==> config.mk <==
export PLATFORM = sky130hd
export DESIGN_NAME = uart_rx_flat
export DESIGN_NICKNAME = d
export VERILOG_FILES = /design/src/rtl/uart_rx_if.sv /design/src/rtl/uart_rx.sv /design/src/flat_wrapper.sv
export SDC_FILE = /design/constraint.sdc
export NUM_CORES = 1
export LEC_CHECK = 0
export BUFFER_PORTS_ARGS = -buffer_cell sky130_fd_sc_hd__buf_2
export CORE_MARGIN = 2
export CORE_UTILIZATION = 60
export CTS_CLUSTER_SIZE = 40
export DETAILED_ROUTE_END_ITERATION = 12
export PLACE_DENSITY_LB_ADDON = 0.25
export SETUP_SLACK_MARGIN = 0.1
export SLEW_MARGIN = 40
export SYNTH_ARGS = -nofsm -noshare
export SYNTH_HDL_FRONTEND = slang
export SYNTH_SLANG_ARGS = --single-unit
==> constraint.sdc <==
create_clock -name clk -period 3.5 [get_ports clk]
set_input_delay 0.175 -clock clk [delete_from_list [all_inputs] [get_ports clk]]
set_output_delay 0.175 -clock clk [all_outputs]
set_load 0.1 [all_outputs]
==> src/rtl/uart_rx_if.sv <==
// Receiver-side bundle: serial line in, consumer handshake and received byte out.
// frm_err exists only when UART_RX_FRAME_ERR_EN is defined.
interface uart_rx_if;
    logic       RX;
    logic       clr_rdy;
    logic [7:0] rx_data;
    logic       rdy;
`ifdef UART_RX_FRAME_ERR_EN
    logic       frm_err;

    modport master (output RX, output clr_rdy, input rx_data, input rdy, input frm_err);
    modport slave  (input RX, input clr_rdy, output rx_data, output rdy, output frm_err);
`else
    modport master (output RX, output clr_rdy, input rx_data, input rdy);
    modport slave  (input RX, input clr_rdy, output rx_data, output rdy);
`endif
endinterface

==> src/rtl/uart_rx.sv <==
// uart_rx: 8N1 LSB-first serial receiver with sticky rdy flag.
// Optional stop-bit checking (frm_err output) when UART_RX_FRAME_ERR_EN is defined.
module uart_rx #(
    parameter int BAUD_CNT = 2604,
    parameter int HALF_CNT = BAUD_CNT / 2
) (
    input logic      clk,
    input logic      rst,
    uart_rx_if.slave bus
);
    localparam int              CNT_W    = $clog2(BAUD_CNT);
    localparam logic [CNT_W-1:0] HALF_LD = CNT_W'(HALF_CNT);
    localparam logic [CNT_W-1:0] BAUD_LD = CNT_W'(BAUD_CNT - 1);
    localparam logic [CNT_W-1:0] CNT_ONE = CNT_W'(1);
    localparam logic [CNT_W-1:0] CNT_ZERO = CNT_W'(0);
    localparam logic [3:0]       LAST_BIT = 4'd9;

    typedef enum logic [0:0] {
        IDLE    = 1'b0,
        RECEIVE = 1'b1
    } state_t;

    state_t           state_r, state_s;
    logic             sync1_r, sync2_r, prev_r;
    logic             fall_s;
    logic [CNT_W-1:0] baud_cnt_r, baud_cnt_s;
    logic [3:0]       bit_cnt_r, bit_cnt_s;
    logic [8:0]       shift_r, shift_s;
    logic             rdy_r, rdy_s;
`ifdef UART_RX_FRAME_ERR_EN
    logic             frm_err_r, frm_err_s;

    assign bus.frm_err = frm_err_r;
`endif

    // Start bit is detected as a 1->0 step of the synchronized line.
    assign fall_s      = prev_r & ~sync2_r;
    assign bus.rx_data = shift_r[7:0];
    assign bus.rdy     = rdy_r;

    // Two-flop synchronizer plus history flop; preset high so reset never looks like a start edge.
    always_ff @(posedge clk or posedge rst) begin
        if (rst) begin
            sync1_r <= 1'b1;
            sync2_r <= 1'b1;
            prev_r  <= 1'b1;
        end else begin
            sync1_r <= bus.RX;
            sync2_r <= sync1_r;
            prev_r  <= sync2_r;
        end
    end

    // Receiver state register.
    always_ff @(posedge clk or posedge rst) begin
        if (rst) begin
            state_r    <= IDLE;
            baud_cnt_r <= CNT_ZERO;
            bit_cnt_r  <= 4'd0;
            shift_r    <= 9'd0;
            rdy_r      <= 1'b0;
`ifdef UART_RX_FRAME_ERR_EN
            frm_err_r  <= 1'b0;
`endif
        end else begin
            state_r    <= state_s;
            baud_cnt_r <= baud_cnt_s;
            bit_cnt_r  <= bit_cnt_s;
            shift_r    <= shift_s;
            rdy_r      <= rdy_s;
`ifdef UART_RX_FRAME_ERR_EN
            frm_err_r  <= frm_err_s;
`endif
        end
    end

    // Next-state logic; frame-end set is evaluated after clr_rdy so a simultaneous set wins.
    always_comb begin
        state_s    = state_r;
        baud_cnt_s = baud_cnt_r;
        bit_cnt_s  = bit_cnt_r;
        shift_s    = shift_r;
        rdy_s      = rdy_r;
`ifdef UART_RX_FRAME_ERR_EN
        frm_err_s  = frm_err_r;
`endif

        if (bus.clr_rdy) begin
            rdy_s = 1'b0;
`ifdef UART_RX_FRAME_ERR_EN
            frm_err_s = 1'b0;
`endif
        end else begin
            rdy_s = rdy_r;
        end

        case (state_r)
            IDLE: begin
                if (fall_s) begin
                    state_s    = RECEIVE;
                    baud_cnt_s = HALF_LD;
                    bit_cnt_s  = 4'd0;
                    rdy_s      = 1'b0;
`ifdef UART_RX_FRAME_ERR_EN
                    frm_err_s  = 1'b0;
`endif
                end else begin
                    state_s = IDLE;
                end
            end
            RECEIVE: begin
                if (baud_cnt_r == CNT_ZERO) begin
                    shift_s    = {sync2_r, shift_r[8:1]};
                    bit_cnt_s  = bit_cnt_r + 4'd1;
                    baud_cnt_s = BAUD_LD;
                    // Tenth sample is the stop bit; the start bit has already shifted out.
                    if (bit_cnt_r == LAST_BIT) begin
                        state_s = IDLE;
`ifdef UART_RX_FRAME_ERR_EN
                        if (sync2_r) begin
                            rdy_s = 1'b1;
                        end else begin
                            frm_err_s = 1'b1;
                        end
`else
                        rdy_s = 1'b1;
`endif
                    end else begin
                        state_s = RECEIVE;
                    end
                end else begin
                    baud_cnt_s = baud_cnt_r - CNT_ONE;
                end
            end
            default: begin
                state_s = IDLE;
            end
        endcase
    end
endmodule

==> src/flat_wrapper.sv <==
// flat-port wrapper written by rule: the top's interface ports become plain ports
module uart_rx_flat 
#(
    parameter int BAUD_CNT = 2604,
    parameter int HALF_CNT = BAUD_CNT / 2
)
  (clk, rst, bus_RX, bus_clr_rdy, bus_rx_data, bus_rdy);
  uart_rx_if bus_i ();
  input logic clk;
  input logic rst;
  input wire logic [$bits(bus_i.RX)-1:0] bus_RX;
  input wire logic [$bits(bus_i.clr_rdy)-1:0] bus_clr_rdy;
  output wire logic [$bits(bus_i.rx_data)-1:0] bus_rx_data;
  output wire logic [$bits(bus_i.rdy)-1:0] bus_rdy;
  assign bus_i.RX = bus_RX;
  assign bus_i.clr_rdy = bus_clr_rdy;
  assign bus_rx_data = bus_i.rx_data;
  assign bus_rdy = bus_i.rdy;
  uart_rx #(.BAUD_CNT(BAUD_CNT), .HALF_CNT(HALF_CNT)) u_core (.clk(clk), .rst(rst), .bus(bus_i));
endmodule
==> results.sh <==
export IMPL_pwr_share_seq_pct=55.4
export IMPL_root_buffer="clkbuf_4"
export IMPL_dp_hpwl_um=2190
export IMPL_drc=0
export IMPL_cp_endpoint="u_core.shift_r[4]"
export IMPL_coreArea_um2=2500
export IMPL_power_internal_mw=0.595
export IMPL_grt_pass1_wl_um=5360
export IMPL_end_kind="flip-flop"
export IMPL_cts_buffer_depth=2
export IMPL_avgSynthCellArea_um2=11.2
export IMPL_status="complete, no violations"
export IMPL_crit_required_ns=3.72
export IMPL_vias_per_cell=6.20
export IMPL_grt_max_degree=31
export IMPL_die_x_um=55.5
export IMPL_cts_tree="done"
export IMPL_worst_slew_pin_slew_ns=0.817
export IMPL_clock_latency_ns=0.33
export IMPL_synth_top_area_share_pct=42.5
export IMPL_stdcell_count=180
export IMPL_hold_class="input pin to flip-flop"
export IMPL_min_period_ns=2.11
export IMPL_ys_warn_count=0
export IMPL_fillerInstances=195
export IMPL_yosysSeqAreaShare_pct=47.4
export IMPL_worstSetupStartpoint="u_core.baud_cnt_r[0]"
export IMPL_setup_viol=0
export IMPL_skew_ns=0.00970
export IMPL_wl_per_cell_um=17.5
export IMPL_synth_top_area_cell="dfrtp_1"
export IMPL_drive_above_1_share_pct=24.0
export IMPL_ys_types=44
export IMPL_cp_start_kind="flip-flop"
export IMPL_r2r_cells=6
export IMPL_area_delta_synth_final_pct=4.56
export IMPL_path_buf_inv=1
export IMPL_p_switching_mw=0.310
export IMPL_cp_slowest_cell="and4b_1"
export IMPL_r2r_end="u_core.shift_r[4]"
export IMPL_drt_initial_drc_count=32
export IMPL_cts_buffers=5
export IMPL_ys_ff_latch=30
export IMPL_path_depth=6
export IMPL_cts_sinks=30
export IMPL_start_util_pct=63.6
export IMPL_io_pins=13
export IMPL_antenna_cells=0
export IMPL_swShare_pct=34.2
export IMPL_maxCapViolCount=0
export IMPL_gp_congestion=0.774
export IMPL_grt_pass1_vias=1139
export IMPL_synth_async_reset_ratio_pct=100
export IMPL_synth_area_leaders="dfrtp_1, mux2_4, dfstp_2, buf_4, a21oi_1"
export IMPL_reg2reg_slack_ns=1.39
export IMPL_setup_tns_ns=0
export IMPL_synthesis_nets=150
export IMPL_num_rows=18
export IMPL_ant_nets=0
export IMPL_antenna_found_initial=0
export IMPL_path_max_fanout=11
export IMPL_layout_worst_path_cycle_share_pct=60.2
export IMPL_synthFlopType="dfrtp_1"
export IMPL_path_delay_family="simple AND/OR/NAND/NOR gates"
export IMPL_cellLeakagePower_nw=0.813
export IMPL_hold_violations=0
export IMPL_wl_um=3150
export IMPL_synthesis_area_um2=1590
export IMPL_first_pass_iters=4
export IMPL_synth_enable_flop_cells=0
export IMPL_p_per_area_nw_per_um2=544
export IMPL_slew_violations=0
export IMPL_placedCellCount=170
export IMPL_clockPowerShare_pct=23.9
export IMPL_ir_worst_vdd_mv=0.495
export IMPL_portBuffers=12
export IMPL_clkTransAtPathRegs_ns=0.09
export IMPL_fp_dieArea_um2=3080
export IMPL_route_vias_total=1116
export IMPL_max_stage_delay_ns=0.47
export IMPL_globalRouteTotalUtil_pct=22.7
export IMPL_fin_nets=157
export IMPL_grt_overflow=0
export IMPL_cts_setup_buffers=0
export IMPL_r2r_start="u_core.baud_cnt_r[0]"
export IMPL_regArea_um2=754
export IMPL_die_y_um=55.5
export IMPL_holdBufCountCts=2
export IMPL_post_cts_resized=0
export IMPL_max_freq_mhz=475
export IMPL_synthCells=142
export IMPL_maxSlewHeadroom_pct=45.6
export IMPL_arrival_ns=2.32
export IMPL_rsz0062_at_grt="no"
export IMPL_critical_path_class="flip-flop to flip-flop"
export IMPL_p_comb_share_pct=20.7
export IMPL_h_tree_depth=2
export IMPL_multiInputGateArea_um2=704
export IMPL_crit_chain="inv_1, ha_1, nor3b_1, and4b_1, nand2_4, mux2_4"
[layout make-up]
type                       instances  share of cell area (%)
inverter                           7                    1.58
tap                               30                    2.26
clock inverter                     1                   0.301
clock buffer                       7                    3.31
timing repair buffer              14                    4.82
sequential                        30                    45.4
multi-input combinational         91                    42.4
[worst min path at each step]
stage	start	cells after the start	endpoint
2_1_floorplan	bus_RX	0	u_core.sync1_r
3_3_place_gp	bus_RX	1	u_core.sync1_r
3_5_place_dp	bus_RX	1	u_core.sync1_r
4_1_cts	bus_clr_rdy	3	u_core.bus.rdy
5_1_grt	bus_clr_rdy	3	u_core.bus.rdy
6_report	bus_clr_rdy	3	u_core.bus.rdy
[per-stage QoR]
stage	power [mW]	util, %	hold slack [ns]	setup WS [ns]	cell area (µm²)
finish	0.905	66.5	0.142	1.39	1660
detailed placement	0.691	63.3	0.282	1.42	1580
floorplan	0.650	-	0.179	1.73	1590
global placement	0.675	63.3	0.282	1.49	1580
global route	0.968	66.5	0.109	1.18	1660
CTS	0.907	66.5	0.131	1.41	1660
[synth_stat cells (2+ instances only)]
cell type and instances:
o31a_1 2, o21ai_0 6, buf_6 3, dfrtp_1 27, a221o_1 2, clkbuf_1 3, nor2_1 4, buf_4 8
o31ai_1 4, inv_1 7, a31oi_1 2, dfstp_2 3, ha_1 4, o41ai_1 2, nor3_1 2, and3_1 2
a21oi_1 11, nand4b_1 2, mux2_4 7, nand2b_1 4, nor3b_1 2, nand4_1 3, nand2_1 11
[layout by cell type (no fill, tap or decap), types with 3 or more instances in the layout]
cell type and count:
dfstp_2 3, dfrtp_1 27, nand2_1 11, inv_1 6, a21oi_1 11, nand2b_1 4, mux2_4 7, nand4_1 3
ha_1 4, o31ai_1 4, buf_2 12, o21ai_0 6, clkbuf_4 5, nor2_1 4
[flip-flops by register name, indices dropped and copies added (netlist names)]
signal and flops:
u_core.baud_cnt_r 12, u_core.bit_cnt_r 4, u_core.bus.rdy 1, u_core.prev_r 1, u_core.shift_r 9, u_core.state_r 1
u_core.sync1_r 1, u_core.sync2_r 1
[power groups by stage]
stage          sequential, mW  clock, mW  combinational (mW)
6_report                0.502      0.216               0.187
5_1_grt                 0.513      0.243               0.211
4_1_cts                 0.499      0.220               0.188
3_5_place_dp            0.506          0               0.185
3_3_place_gp            0.498          0               0.177
2_1_floorplan           0.475          0               0.175
[per-layer routing]
layer / GRT usage [%] / vias up / wire length (µm)
li1: - / 535 / -
met4: 6.97 / 0 / 46
met5: 0 / - / 0
met3: 7.96 / 5 / 114
met2: 36.7 / 22 / 1610
met1: 28.6 / 554 / 1380
[worst min-delay path, delay by kind of cell]
family	cells	cell delay (ns)
buffers and inverters	1	0.07
AOI/OAI and AO/OA	1	0.08
and+or+nand+nor	1	0.11
[cell families after synthesis]
group	after synthesis	share of synthesized area [%]
buffers and inverters	21	8.26
DFF	30	47.4
adders and majority gates	4	3.15
muxes	8	7.32
AOI/OAI and AO/OA	39	17.2
xor gates and xnor gates	1	0.551
and+or+nand+nor	39	16.1
(Power assumes the default switching activity.)
